**config.mk**
```make
export PLATFORM = sky130hd
export DESIGN_NAME = csr_trap_unit_flat
export DESIGN_NICKNAME = d
export VERILOG_FILES = /design/src/rtl/csr_pkg.sv /design/src/rtl/csr_trap_unit_if.sv /design/src/rtl/csr_counter.sv /design/src/rtl/csr_trap_unit.sv /design/src/flat_wrapper.sv
export SDC_FILE = /design/constraint.sdc
export NUM_CORES = 2
export LEC_CHECK = 0
export BUFFER_PORTS_ARGS = -buffer_cell sky130_fd_sc_hd__buf_2
export CORE_MARGIN = 3
export CORE_UTILIZATION = 49
export DETAILED_ROUTE_END_ITERATION = 8
export PLACE_DENSITY_LB_ADDON = 0.2
export SYNTH_ARGS = -nofsm -noshare
export SYNTH_HDL_FRONTEND = slang
export SYNTH_SLANG_ARGS = --single-unit
```
**constraint.sdc**
```tcl
create_clock -name clk -period 6.15 [get_ports clk]
set_input_delay 1.23 -clock clk [delete_from_list [all_inputs] [get_ports clk]]
set_output_delay 1.23 -clock clk [all_outputs]
set_load 0.05 [all_outputs]
```
**src/rtl/csr_pkg.sv**
```systemverilog
// Shared definitions for the machine-mode CSR and trap unit:
// CSR addresses, cause codes, operation encoding and FSM states.
package csr_pkg;

  localparam logic [11:0] CSR_MSTATUS   = 12'h300;
  localparam logic [11:0] CSR_MIE       = 12'h304;
  localparam logic [11:0] CSR_MTVEC     = 12'h305;
  localparam logic [11:0] CSR_MCNTINH   = 12'h320;
  localparam logic [11:0] CSR_MSCRATCH  = 12'h340;
  localparam logic [11:0] CSR_MEPC      = 12'h341;
  localparam logic [11:0] CSR_MCAUSE    = 12'h342;
  localparam logic [11:0] CSR_MTVAL     = 12'h343;
  localparam logic [11:0] CSR_MIP       = 12'h344;
  localparam logic [11:0] CSR_MCYCLE    = 12'hB00;
  localparam logic [11:0] CSR_MINSTRET  = 12'hB02;
  localparam logic [11:0] CSR_MHPMCNT3  = 12'hB03;
  localparam logic [11:0] CSR_MCYCLEH   = 12'hB80;
  localparam logic [11:0] CSR_MINSTRETH = 12'hB82;
  localparam logic [11:0] CSR_MVENDORID = 12'hF11;
  localparam logic [11:0] CSR_MARCHID   = 12'hF12;
  localparam logic [11:0] CSR_MIMPID    = 12'hF13;
  localparam logic [11:0] CSR_MHARTID   = 12'hF14;

  localparam logic [3:0] CAUSE_IMISALIGN = 4'd0;
  localparam logic [3:0] CAUSE_ILLEGAL   = 4'd2;
  localparam logic [3:0] CAUSE_LMISALIGN = 4'd4;
  localparam logic [3:0] CAUSE_SMISALIGN = 4'd6;
  localparam logic [3:0] IRQ_MSI         = 4'd3;
  localparam logic [3:0] IRQ_MTI         = 4'd7;
  localparam logic [3:0] IRQ_MEI         = 4'd11;

  localparam logic [31:0] IRQ_MASK = 32'h0000_0888;

  typedef enum logic [1:0] {
    OP_NONE = 2'b00,
    OP_RW   = 2'b01,
    OP_RS   = 2'b10,
    OP_RC   = 2'b11
  } csr_op_e;

  typedef enum logic [1:0] {
    S_RUN,
    S_TRAP,
    S_RET
  } trap_state_e;

  // Counter slot k -> CSR number low bits (mcycle, minstret, hpm3..)
  function automatic logic [4:0] cnt_num(input int k);
    if (k == 0) return 5'd0;
    if (k == 1) return 5'd2;
    return 5'(k + 1);
  endfunction

endpackage

```
**src/rtl/csr_trap_unit_if.sv**
```systemverilog
// Pipeline-facing bundle of the CSR/trap unit: CSR access,
// exception report, mret and the redirect outputs.
interface csr_trap_unit_if;
  logic        retire;
  logic        csr_valid;
  logic [1:0]  csr_op;
  logic        csr_imm;
  logic        csr_rd_nz;
  logic [11:0] csr_addr;
  logic [31:0] csr_wdata;
  logic [4:0]  csr_uimm;
  logic [31:0] csr_rdata;
  logic        exc_valid;
  logic [3:0]  exc_cause;
  logic [31:0] exc_pc;
  logic [31:0] exc_tval;
  logic        mret;
  logic        trap_take;
  logic [31:0] trap_target;
  logic [31:0] csr_mepc;

  modport master (
    output retire, csr_valid, csr_op, csr_imm,
    output csr_rd_nz, csr_addr, csr_wdata, csr_uimm,
    output exc_valid, exc_cause, exc_pc, exc_tval, mret,
    input  csr_rdata, trap_take, trap_target, csr_mepc
  );

  modport slave (
    input  retire, csr_valid, csr_op, csr_imm,
    input  csr_rd_nz, csr_addr, csr_wdata, csr_uimm,
    input  exc_valid, exc_cause, exc_pc, exc_tval, mret,
    output csr_rdata, trap_take, trap_target, csr_mepc
  );
endinterface

```
**src/rtl/csr_counter.sv**
```systemverilog
// W-bit event counter with inhibit and 32-bit lo/hi CSR halves.
// A half write replaces that half and wins over the increment.
module csr_counter #(
  parameter int W = 64
) (
  input  logic        clk,
  input  logic        reset,
  input  logic        inc,
  input  logic        inhibit,
  input  logic        wr_lo,
  input  logic        wr_hi,
  input  logic [31:0] wdata,
  output logic [31:0] rd_lo,
  output logic [31:0] rd_hi
);

  localparam bit HAS_HI = (W > 32);

  logic [W-1:0] cnt;
  logic [W-1:0] wval;
  logic         wr_any;

  assign wr_any = wr_lo || (HAS_HI && wr_hi);
  assign rd_lo  = cnt[31:0];

  if (HAS_HI) begin : g_hi
    // Merge a half write into the current count
    always_comb begin
      wval = cnt;
      if (wr_lo) wval[31:0] = wdata;
      if (wr_hi) wval[W-1:32] = wdata[W-33:0];
    end
    assign rd_hi = 32'(cnt[W-1:32]);
  end else begin : g_nohi
    // Only the low half exists
    always_comb begin
      wval = cnt;
      if (wr_lo) wval = wdata[W-1:0];
    end
    assign rd_hi = '0;
  end

  // Count register: write, else gated increment
  always_ff @(posedge clk) begin
    if (reset) begin
      cnt <= '0;
    end else if (wr_any) begin
      cnt <= wval;
    end else if (inc && !inhibit) begin
      cnt <= cnt + W'(1);
    end
  end

endmodule

```
**src/rtl/csr_trap_unit.sv**
```systemverilog
// Machine-mode CSR file, trap/mret sequencer and counters,
// sitting beside the writeback stage.
module csr_trap_unit
  import csr_pkg::*;
#(
  parameter int          NUM_HPM   = 4,
  parameter int          CNT_W     = 64,
  parameter logic [31:0] MTVEC_RST = 32'h0000_0000,
  parameter bit          VECT_EN   = 1'b1,
  parameter logic [31:0] HART_ID   = 32'h0,
  localparam int         HW = (NUM_HPM > 0) ? NUM_HPM : 1
) (
  input  logic          clk,
  input  logic          reset,
  input  logic          irq_sw,
  input  logic          irq_timer,
  input  logic          irq_ext,
  input  logic [HW-1:0] hpm_event,
  csr_trap_unit_if.slave bus
);

  localparam int NC = 2 + NUM_HPM;
  localparam logic [63:0] HPM_BITS =
    ((64'd1 << NUM_HPM) - 64'd1) << 3;
  localparam logic [31:0] INH_MASK =
    HPM_BITS[31:0] | 32'h5;

  trap_state_e state;
  logic        mst_mie, mst_mpie;
  logic [31:0] mie_r, mtvec, mscratch;
  logic [31:0] mepc, mcause, mtval, minh;
  logic [2:0]  mip_q;
  logic [31:0] mip_v;
  logic [31:0] rdata_q, tgt_q;
  logic        take_q;

  logic [31:0] c_lo [NC];
  logic [31:0] c_hi [NC];

  csr_op_e     op;
  logic [11:0] a;
  logic [4:0]  n;
  logic        sel_clo, sel_chi, sel_evt;
  logic [31:0] cnt_rd, rv, nv, opnd;
  logic        impl, ro, do_wr, run;
  logic        illegal, pend, trap_now, mret_now, wr;
  logic [31:0] irq_act;
  logic        t_int;
  logic [3:0]  t_cause;
  logic [31:0] t_tval, base, tgt;
  logic        unused_ok;

  assign op  = csr_op_e'(bus.csr_op);
  assign a   = bus.csr_addr;
  assign n   = a[4:0];
  assign run = (state == S_RUN);

  assign sel_clo = (a[11:5] == 7'h58);
  assign sel_chi = (a[11:5] == 7'h5C);
  assign sel_evt = (a[11:5] == 7'h19) && (n >= 5'd3);

  assign mip_v = {20'b0, mip_q[2], 3'b0,
                  mip_q[1], 3'b0, mip_q[0], 3'b0};

  assign unused_ok = &{1'b0, bus.csr_rd_nz, hpm_event};

  // Select the addressed counter half
  always_comb begin
    cnt_rd = '0;
    for (int k = 0; k < NC; k++) begin
      if (n == cnt_num(k)) begin
        cnt_rd = sel_chi ? c_hi[k] : c_lo[k];
      end
    end
  end

  // Address decode and read mux
  always_comb begin
    rv   = '0;
    impl = 1'b1;
    unique case (1'b1)
      sel_clo, sel_chi: begin
        impl = (n != 5'd1);
        rv   = cnt_rd;
      end
      sel_evt:               rv = '0;
      a == CSR_MVENDORID,
      a == CSR_MARCHID,
      a == CSR_MIMPID:       rv = '0;
      a == CSR_MHARTID:      rv = HART_ID;
      a == CSR_MSTATUS:
        rv = {24'b0, mst_mpie, 3'b0, mst_mie, 3'b0};
      a == CSR_MIE:          rv = mie_r;
      a == CSR_MIP:          rv = mip_v;
      a == CSR_MTVEC:        rv = mtvec;
      a == CSR_MCNTINH:      rv = minh;
      a == CSR_MSCRATCH:     rv = mscratch;
      a == CSR_MEPC:         rv = mepc;
      a == CSR_MCAUSE:       rv = mcause;
      a == CSR_MTVAL:        rv = mtval;
      default:               impl = 1'b0;
    endcase
  end

  assign opnd = bus.csr_imm ? {27'b0, bus.csr_uimm}
                            : bus.csr_wdata;

  // Read-modify-write value
  always_comb begin
    nv = rv;
    unique case (op)
      OP_RW:   nv = opnd;
      OP_RS:   nv = rv | opnd;
      OP_RC:   nv = rv & ~opnd;
      default: nv = rv;
    endcase
  end

  assign do_wr = (op == OP_RW) ||
                 ((op == OP_RS || op == OP_RC) &&
                  (opnd != 32'b0));
  assign ro = (a[11:10] == 2'b11);

  assign illegal = run && bus.csr_valid &&
                   (!impl || (ro && do_wr));
  assign irq_act = mie_r & mip_v;
  assign pend    = mst_mie && (irq_act != 32'b0);
  assign trap_now = illegal || (run && bus.exc_valid) ||
                    (run && !bus.mret && pend);
  assign mret_now = run && bus.mret && !illegal &&
                    !bus.exc_valid;
  assign wr = run && bus.csr_valid && do_wr &&
              !trap_now && !mret_now;

  // Trap cause selection by priority
  always_comb begin
    t_int   = 1'b0;
    t_cause = CAUSE_ILLEGAL;
    t_tval  = '0;
    if (illegal) begin
      t_cause = CAUSE_ILLEGAL;
    end else if (bus.exc_valid) begin
      t_cause = bus.exc_cause;
      t_tval  = bus.exc_tval;
    end else begin
      t_int = 1'b1;
      if (irq_act[11])     t_cause = IRQ_MEI;
      else if (irq_act[3]) t_cause = IRQ_MSI;
      else                 t_cause = IRQ_MTI;
    end
  end

  assign base = {mtvec[31:2], 2'b00};
  assign tgt  = (t_int && mtvec[0])
              ? base + {26'b0, t_cause, 2'b00}
              : base;

  // Trap FSM, redirect outputs and trap-record CSRs
  always_ff @(posedge clk) begin
    if (reset) begin
      state    <= S_RUN;
      take_q   <= 1'b0;
      tgt_q    <= '0;
      mst_mie  <= 1'b0;
      mst_mpie <= 1'b0;
      mepc     <= '0;
      mcause   <= '0;
      mtval    <= '0;
    end else begin
      unique case (state)
        S_RUN: begin
          if (trap_now) begin
            state    <= S_TRAP;
            take_q   <= 1'b1;
            tgt_q    <= tgt;
            mepc     <= {bus.exc_pc[31:2], 2'b00};
            mcause   <= {t_int, 27'b0, t_cause};
            mtval    <= t_tval;
            mst_mpie <= mst_mie;
            mst_mie  <= 1'b0;
          end else if (mret_now) begin
            state    <= S_RET;
            take_q   <= 1'b1;
            tgt_q    <= mepc;
            mst_mie  <= mst_mpie;
            mst_mpie <= 1'b1;
          end else begin
            take_q <= 1'b0;
            if (wr && a == CSR_MSTATUS) begin
              mst_mie  <= nv[3];
              mst_mpie <= nv[7];
            end
            if (wr && a == CSR_MEPC) begin
              mepc <= {nv[31:2], 2'b00};
            end
            if (wr && a == CSR_MCAUSE) mcause <= nv;
            if (wr && a == CSR_MTVAL)  mtval  <= nv;
          end
        end
        default: begin
          take_q <= 1'b0;
          state  <= S_RUN;
        end
      endcase
    end
  end

  // Plain CSRs, interrupt sampling and read data
  always_ff @(posedge clk) begin
    if (reset) begin
      mie_r    <= '0;
      mtvec    <= MTVEC_RST;
      mscratch <= '0;
      minh     <= '0;
      mip_q    <= '0;
      rdata_q  <= '0;
    end else begin
      mip_q <= {irq_ext, irq_timer, irq_sw};
      if (run && bus.csr_valid) rdata_q <= rv;
      if (wr && a == CSR_MIE) mie_r <= nv & IRQ_MASK;
      if (wr && a == CSR_MTVEC) begin
        mtvec <= {nv[31:2], 1'b0, nv[0] & VECT_EN};
      end
      if (wr && a == CSR_MSCRATCH) mscratch <= nv;
      if (wr && a == CSR_MCNTINH) minh <= nv & INH_MASK;
    end
  end

  for (genvar k = 0; k < NC; k++) begin : g_cnt
    localparam logic [4:0] CN = cnt_num(k);
    logic inc;
    if (k == 0) begin : g_cyc
      assign inc = 1'b1;
    end else if (k == 1) begin : g_ret
      assign inc = bus.retire && run && !trap_now;
    end else begin : g_hpm
      assign inc = run && hpm_event[k-2];
    end
    csr_counter #(.W(CNT_W)) u_cnt (
      .clk     (clk),
      .reset   (reset),
      .inc     (inc),
      .inhibit (minh[CN]),
      .wr_lo   (wr && sel_clo && n == CN),
      .wr_hi   (wr && sel_chi && n == CN),
      .wdata   (nv),
      .rd_lo   (c_lo[k]),
      .rd_hi   (c_hi[k])
    );
  end

  assign bus.csr_rdata   = rdata_q;
  assign bus.trap_take   = take_q;
  assign bus.trap_target = tgt_q;
  assign bus.csr_mepc    = mepc;

endmodule

```
**src/flat_wrapper.sv**
```systemverilog
// flat-port wrapper written by rule: the top's interface ports become plain ports
module csr_trap_unit_flat import csr_pkg::*;
#(
  parameter int          NUM_HPM   = 4,
  parameter int          CNT_W     = 64,
  parameter logic [31:0] MTVEC_RST = 32'h0000_0000,
  parameter bit          VECT_EN   = 1'b1,
  parameter logic [31:0] HART_ID   = 32'h0,
  localparam int         HW = (NUM_HPM > 0) ? NUM_HPM : 1
)
  (clk, reset, irq_sw, irq_timer, irq_ext, hpm_event, bus_retire, bus_csr_valid, bus_csr_op, bus_csr_imm, bus_csr_rd_nz, bus_csr_addr, bus_csr_wdata, bus_csr_uimm, bus_exc_valid, bus_exc_cause, bus_exc_pc, bus_exc_tval, bus_mret, bus_csr_rdata, bus_trap_take, bus_trap_target, bus_csr_mepc);
  csr_trap_unit_if bus_i ();
  input  logic clk;
  input  logic reset;
  input  logic irq_sw;
  input  logic irq_timer;
  input  logic irq_ext;
  input  logic [HW-1:0] hpm_event;
  input wire logic [$bits(bus_i.retire)-1:0] bus_retire;
  input wire logic [$bits(bus_i.csr_valid)-1:0] bus_csr_valid;
  input wire logic [$bits(bus_i.csr_op)-1:0] bus_csr_op;
  input wire logic [$bits(bus_i.csr_imm)-1:0] bus_csr_imm;
  input wire logic [$bits(bus_i.csr_rd_nz)-1:0] bus_csr_rd_nz;
  input wire logic [$bits(bus_i.csr_addr)-1:0] bus_csr_addr;
  input wire logic [$bits(bus_i.csr_wdata)-1:0] bus_csr_wdata;
  input wire logic [$bits(bus_i.csr_uimm)-1:0] bus_csr_uimm;
  input wire logic [$bits(bus_i.exc_valid)-1:0] bus_exc_valid;
  input wire logic [$bits(bus_i.exc_cause)-1:0] bus_exc_cause;
  input wire logic [$bits(bus_i.exc_pc)-1:0] bus_exc_pc;
  input wire logic [$bits(bus_i.exc_tval)-1:0] bus_exc_tval;
  input wire logic [$bits(bus_i.mret)-1:0] bus_mret;
  output wire logic [$bits(bus_i.csr_rdata)-1:0] bus_csr_rdata;
  output wire logic [$bits(bus_i.trap_take)-1:0] bus_trap_take;
  output wire logic [$bits(bus_i.trap_target)-1:0] bus_trap_target;
  output wire logic [$bits(bus_i.csr_mepc)-1:0] bus_csr_mepc;
  assign bus_i.retire = bus_retire;
  assign bus_i.csr_valid = bus_csr_valid;
  assign bus_i.csr_op = bus_csr_op;
  assign bus_i.csr_imm = bus_csr_imm;
  assign bus_i.csr_rd_nz = bus_csr_rd_nz;
  assign bus_i.csr_addr = bus_csr_addr;
  assign bus_i.csr_wdata = bus_csr_wdata;
  assign bus_i.csr_uimm = bus_csr_uimm;
  assign bus_i.exc_valid = bus_exc_valid;
  assign bus_i.exc_cause = bus_exc_cause;
  assign bus_i.exc_pc = bus_exc_pc;
  assign bus_i.exc_tval = bus_exc_tval;
  assign bus_i.mret = bus_mret;
  assign bus_csr_rdata = bus_i.csr_rdata;
  assign bus_trap_take = bus_i.trap_take;
  assign bus_trap_target = bus_i.trap_target;
  assign bus_csr_mepc = bus_i.csr_mepc;
  csr_trap_unit #(.NUM_HPM(NUM_HPM), .CNT_W(CNT_W), .MTVEC_RST(MTVEC_RST), .VECT_EN(VECT_EN), .HART_ID(HART_ID)) u_core (.clk(clk), .reset(reset), .irq_sw(irq_sw), .irq_timer(irq_timer), .irq_ext(irq_ext), .hpm_event(hpm_event), .bus(bus_i));
endmodule
```
**Yosys cells after proc, flatten, opt, wreduce, memory -nomap -nowiden**

Index checks and enable logic that the tools add are counted.

- Output and inout port bits: 97
- Register bits: 624
- Word-level logic and storage cells: 256
- Input bits: 134

- Equality and inequality tests: 40
- Muxes and demuxes: 70
- Bitwise gates (word level): 5
- Reduce and logical (&&, ||, !) cells: 106
- $add $sub $neg: 7
- Order comparisons: 1

Operator list:

| cell | count |
|---|---|
| 32-bit two-way mux | 39 |
| 64-bit two-way mux | 12 |
| 64-bit by 1-bit adder with 64-bit output, second input constant | 6 |
| 32-bit one-hot mux with 10 select lines | 1 |
| 12-bit by 10-bit equality test with 1-bit output, second input constant | 9 |
| 32-bit one-hot mux with 3 select lines | 1 |
| 32-bit nonzero test | 2 |
| 1-bit logical AND | 49 |
| 12-bit equality test, second input constant | 4 |
| 32-bit by 6-bit adder with 32-bit output | 1 |
| 32-bit bitwise AND | 1 |
| 32-bit NOT | 1 |
| 32-bit OR | 1 |
| 2-bit AND reduction | 14 |
| 2-bit inequality test, second input constant | 13 |
| 2-bit nonzero test | 9 |
| 5-bit by 3-bit equality test with 1-bit output, second input constant | 3 |
| 7-bit equality test, second input constant | 2 |
| 14-bit OR reduction | 1 |
| 12-bit bitwise AND | 1 |
| 1-bit two-way mux | 12 |
| 4-bit two-way mux | 3 |
| 1-bit logical NOT | 11 |
| 1-bit logical OR | 11 |
| other kinds (16) | 22 |

**Depth between registers and ports, before layout**

- Depth after elaboration: 17
- Depth in mapped cells: 20
- Depth with buffers taken out: 17

**Hierarchy**

A second synthesis with hierarchy kept.

- Cells, all modules: 6037
- Area total of the unflattened synthesis: 45001.9 um^2

By module, submodules not included:

| module | times used | seq. area each (um^2) | cells an instance | area each (um^2) |
|---|---|---|---|---|
| csr_counter (u_core.g_cnt[0].u_cnt ...) | 5 | 1281.2 | 609 | 4485.6 |
| csr_trap_unit | 1 | 4724.5 | 2390 | 18121.1 |
| csr_counter (u_core.g_cnt[3].u_cnt) | 1 | 1281.2 | 602 | 4453.0 |

**Worst setup path before layout**

OpenSTA, ideal clock, no wires.

- Path type: input to register
- From: input bus_csr_wdata[21]
- To: register u_core.tgt_q[20] (netlist: u_core.bus.trap_target[20])
- Path slack: 1399 ps
- Stages: 18
- Required time: 6076 ps
- Library setup time: 74 ps
- Arrival time: 4677 ps
- Buffers on the path: 1
- Path through: nor4_1 > nand4_1 > a221oi_4 > o22ai_2 > buf_2 > a21oi_1 > ha_1 > inv_1 > fa_1 > nor2b_1 > o21ai_0 > nand2b_1 > and2_1 > nand4_2 > or3_1 > xnor2_1 > nand2_1 > a31oi_1

- Longest elaborated chain between the ends: 12
- Elaborated cells between the ends (all ways): 20
- Those cells by class: add/sub (1); mux (5); reduce/logical (14)

Ends and longest elaborated chain:

| element | line | text |
|---|---|---|
| from (decl) | flat_wrapper.sv:25 | `input wire logic [$bits(bus_i.csr_wdata)-1:0] bus_csr_wdata;` |
| 32-bit two-way mux (*) | csr_trap_unit.sv:105 | `assign opnd = bus.csr_imm ? {27'b0, bus.csr_uimm}` |
| 32-bit nonzero test (*) | csr_trap_unit.sv:121 | `(opnd != 32'b0));` |
| 1-bit logical AND (*) | csr_trap_unit.sv:120 | `((op == OP_RS \|\| op == OP_RC) &&` |
| 1-bit logical OR (*) | csr_trap_unit.sv:119 | `assign do_wr = (op == OP_RW) \|\|` |
| 1-bit logical AND (*) | csr_trap_unit.sv:125 | `(!impl \|\| (ro && do_wr));` |
| 1-bit logical OR (*) | csr_trap_unit.sv:125 |  |
| 1-bit logical AND (*) | csr_trap_unit.sv:124 | `assign illegal = run && bus.csr_valid &&` |
| branches (longest 5 deep; another with 32-bit by 6-bit adder with 32-bit output) | -- |  |
| to (signal assigned) | csr_trap_unit.sv:175 | `tgt_q <= tgt;` |
| to (signal assigned) | csr_trap_unit.sv:184 | `tgt_q <= mepc;` |
| to (decl) | csr_trap_unit.sv:34 | `logic [31:0] rdata_q, tgt_q;` |

Every way passes the cells marked *.
A chain may end at the register's enable or synchronous reset.

**Worst setup path in the final report**

- From: input bus_csr_addr[0]
- To: register u_core.mepc[9] (netlist: u_core.bus.csr_mepc[9])

- Longest elaborated chain between the ends: 15
- Elaborated cells between the ends (all ways): 53
- Those cells by class: order compare (1); eq/ne (20); mux (12); bitwise (2); reduce/logical (18)

Ends and longest elaborated chain:

| element | line | text |
|---|---|---|
| from (decl) | flat_wrapper.sv:24 | `input wire logic [$bits(bus_i.csr_addr)-1:0] bus_csr_addr;` |
| 5-bit by 2-bit greater-or-equal comparator with 1-bit output | csr_trap_unit.sv:60 | `assign sel_evt = (a[11:5] == 7'h19) && (n >= 5'd3);` |
| 1-bit logical AND | csr_trap_unit.sv:60 |  |
| 14-bit OR reduction (no source line) | -- |  |
| 1-bit one-hot mux with 2 select lines | csr_trap_unit.sv:81 | `unique case (1'b1)` |
| 1-bit logical NOT | csr_trap_unit.sv:125 |  |
| 1-bit logical OR | csr_trap_unit.sv:125 |  |
| 1-bit logical AND | csr_trap_unit.sv:124 |  |
| 1-bit logical OR / 1-bit logical NOT (equally long branches) | csr_trap_unit.sv:128, csr_trap_unit.sv:130 |  |
| 1-bit logical OR / 1-bit logical AND (equally long branches) | csr_trap_unit.sv:128, csr_trap_unit.sv:130 |  |
| 1-bit logical NOT / 1-bit logical AND (equally long branches) | csr_trap_unit.sv:133, csr_trap_unit.sv:130 |  |
| 1-bit logical AND / 1-bit logical NOT (equally long branches) | csr_trap_unit.sv:132, csr_trap_unit.sv:133 |  |
| 1-bit logical AND | csr_trap_unit.sv:133 | `!trap_now && !mret_now;` |
| 1-bit logical AND | csr_trap_unit.sv:193 | `if (wr && a == CSR_MEPC) begin` |
| 2-bit nonzero test (no source line) | -- |  |
| 3-bit AND reduction (no source line) | -- |  |
| to (signal assigned) | csr_trap_unit.sv:176 | `mepc <= {bus.exc_pc[31:2], 2'b00};` |
| to (signal assigned) | csr_trap_unit.sv:194 | `mepc <= {nv[31:2], 2'b00};` |
| to (decl) | csr_trap_unit.sv:31 | `logic [31:0] mepc, mcause, mtval, minh;` |

Several ways; a longest one is shown, not always the timed one. The select of a mux whose other input is x is not followed.

==> flow_summary.ini <==
[timing]
fin_skew_ns = 0.0419
fmax_mhz = 197
setup_violations = 0
rsz0062_at_grt = false
fin_crit_ns = 5.07
slew_headroom_pct = -2.79
worst_pin_slew_ns = 1.52
setup_tns_ns = 0
finalCritPeriodShare_pct = 82.4
drv_slew = 3
finalHoldViolations = 0

[floorplanning]
die_h_um = 290
num_rows = 103
die_width_um = 290
start_util_pct = 49.9
fp.coreArea_um2 = 79500
io_pins = 231
dieArea_um2 = 84400

[final_layout]
fin_cells = 6668
area_delta_synth_final_pct = 13.7
regArea_um2 = 12400
nFillCells = 7654
drive_above_1_share_pct = 14.0
multi_input_area_um2 = 25300
final_nets = 5697

[worst_hold_path]
hold_path_startpoint = u_core.mcause[24]$_SDFFE_PP0P_
hp-class = reg2reg

[pwr]
p_comb_share_pct = 17.4
vdd_drop_max_mv = 0.276
switchingPower_mw = 3.60
pwr-share-clk_pct = 42.9
power_mw = 10.8
powerDensity_nw_per_um2 = 240
sw_frac_of_total_pct = 33.2
p_leak_nw = 15.5
internal-power_mw = 7.24
seqPwrFrac_pct = 39.7

[global_route]
grt_max_degree = 145
grt_usage_pct = 47.6
antenna_found_initial = 17
grt_pass1_vias = 42700
grt_pass1_wl_um = 302000
gr-total-overflow = 0

[synth]
synth_area_leader_cell = dfxtp_1
synth_top_area_share_pct = 31.3
ys_seq_area_share_pct = 31.3
yosys-top-cells-area = dfxtp_1 31%, a21oi_1 7.1%, nor2_1 5.8%, nand2_1 5.5%, o21ai_0 4.6%
ys_types = 121
synth-compound-area-share_pct = 28.6
synth_ff_type = dfxtp_1
synthAdderAreaFrac_pct = 0.366
synth-simple-area-share_pct = 29.3
synth_xor_area_share_pct = 0.883
ys_async_sr_fraction_pct = 0
synth_mux_area_share_pct = 3.96
synth_edf_count = 0
synth_top_family_by_area = simple AND/OR/NAND/NOR gates
synth_warnings = 0
synth_seq_cells = 620
synthCells = 5435
syn_area_um2 = 39700
syn_avg_cell_area_um2 = 7.30

[cts]
cts_tree = yes
cts-resized-gates = 0
post-cts-setup-buffer-count = 0
cts_buffers = 74
clock_insertion_delay_worst_skew_ns = 0.67
htree_levels = 3
cts-root-buf = clkbuf_16
clock_sinks = 620
cts_buffer_depth = 3
postCtsHoldBufs = 0
path_clk_slew_ns = 0.06

[route]
post-route-drc-count = 0
dr_total_vias = 48000
drt_iter0_drc = 8511
dr.pass1.iters = 6
drt-total-wl_um = 212000
viasPerCell = 7.20
antenna_left = 0
routedWlPerCell_um = 31.8

[setup_path]
cp-end-kind = flop
critical_path_arrival_ns = 5.61
critPathLaunchType = input port
cp.required_ns = 6.69
crit_start = bus_csr_addr[0]
path_max_fanout = 17
critical_path_class = in2reg
rr_startpoint = u_core.mip_q[2]$_SDFF_PP0_

[place]
dp.cells = 6525
dp_hpwl_um = 151000
finalWeightedCongestion = 1.05
io_buffers = 223

[run]
drv_cap = 1

[run_status]
status = finished, violations left
violations = capacitance limit, slew limit
-- layer usage --
metal / global-route usage (%) / share of wire (%) / vias up
met1: 61.5 / 36 / 22500
li1: - / - / 20500
met5: 0 / 0.033 / -
met3: 14.0 / 15 / 862
met4: 39.8 / 10 / 10
met2: 64.9 / 39 / 4085
-- registers in the layout, indices dropped and copies added, names as in the netlist, 2 cells and up --
name and count:
u_core.g_cnt.u_cnt.cnt 384, u_core.bus.csr_rdata 32, u_core.mcause 32, u_core.mscratch 32, u_core.mtval 32, u_core.mtvec 31, u_core.bus.csr_mepc 30, u_core.bus.trap_target 30
u_core.minh 6, u_core.mie_r 3, u_core.mip_q 3, u_core.state 2
-- power by group through the flow --
stage / clock [mW] / sequential (mW) / combinational (mW)
3_3_place_gp: 0 / 4.38 / 1.78
6_report: 4.65 / 4.30 / 1.89
3_5_place_dp: 0 / 4.38 / 1.79
2_1_floorplan: 0 / 4.53 / 0.814
5_1_grt: 4.79 / 4.30 / 1.91
4_1_cts: 4.65 / 4.29 / 1.79
-- cells by family after synthesis --
kind of cell,count (synthesis)
DFF,620
and+or+nand+nor,2353
adders and majority gates,11
buffers and inverters,510
other,1
xor gates and xnor gates,40
AOI/OAI and AO/OA,1750
muxes,150
-- final timing paths --
| kind | depth (start not counted) | endpoint | slack, ns |
|---|---|---|---|
| setup / recovery | 13 | u_core.bus.csr_mepc[9]$_SDFFE_PP0P_ | 1.08 |
| hold / removal | 2 | u_core.mcause[24]$_SDFFE_PP0P_ | 0.45 |
| setup reg to reg | 8 | u_core.g_cnt[3].u_cnt.cnt[21]$_SDFFE_PP0P_ | 1.87 |
| hold reg to reg | 2 | u_core.mcause[24]$_SDFFE_PP0P_ | 0.45 |
-- layout make-up --
type | count | share of cell area [%]
tap | 1050 | 2.91
inverter | 62 | 0.522
multi-input combinational | 4308 | 56.0
antenna | 10 | 0.0555
clock inverter | 23 | 0.794
clock buffer | 109 | 4.82
sequential | 620 | 27.5
timing repair buffer | 486 | 7.37
-- synthesized netlist by cell type, types with 43 or more instances --
| library cell | number |
|---|---|
| nor4_1 | 49 |
| dfxtp_1 | 620 |
| a22oi_1 | 44 |
| o22ai_1 | 43 |
| nand2_1 | 578 |
| and3_1 | 111 |
| o21ai_0 | 367 |
| and2_1 | 70 |
| mux2i_1 | 105 |
| a21oi_1 | 560 |
| a31oi_1 | 84 |
| buf_2 | 160 |
| nor3_1 | 269 |
| mux2_2 | 43 |
| and4_1 | 48 |
| nand3_1 | 253 |
| nor2_1 | 612 |
| nand4_1 | 134 |
| inv_1 | 60 |
| a211oi_1 | 178 |
| clkbuf_1 | 245 |
-- cells in the final DEF, fill, tap and decap left out, drive strengths merged, types with 105 or more instances in the layout --
cell type,n
nand2,582
and3,111
a211oi,179
nand4,137
nor3,275
buf,486
dfxtp,620
o21ai,387
nand3,254
nor2,625
mux2i,105
clkbuf,109
a21oi,566
-- through the flow --
step / util, % / setup slack [ns] / hold slack, ns / area (µm²)
2_1_floorplan: - / 1.40 / 0.428 / 39700
3_3_place_gp: 53.5 / 0.651 / 0.436 / 42500
3_5_place_dp: 53.5 / 0.751 / 0.443 / 42500
4_1_cts: 56.6 / 1.43 / 0.450 / 45000
5_1_grt: 56.7 / 1.13 / 0.469 / 45100
6_report: 56.7 / 1.08 / 0.453 / 45100
-- critical path: stages --
cell and delay [ns]:
buf_2 0.34, buf_4 0.30, and4bb_1 0.31, a222oi_1 0.81, nor2_1 0.14, a221oi_1 0.25, buf_4 0.19, a32oi_1 0.11
nor2_2 0.96, buf_4 0.46, nor2_1 0.13, a21oi_1 0.24, o21ai_0 0.11
Note: power is estimated with default switching activity, not from simulation.
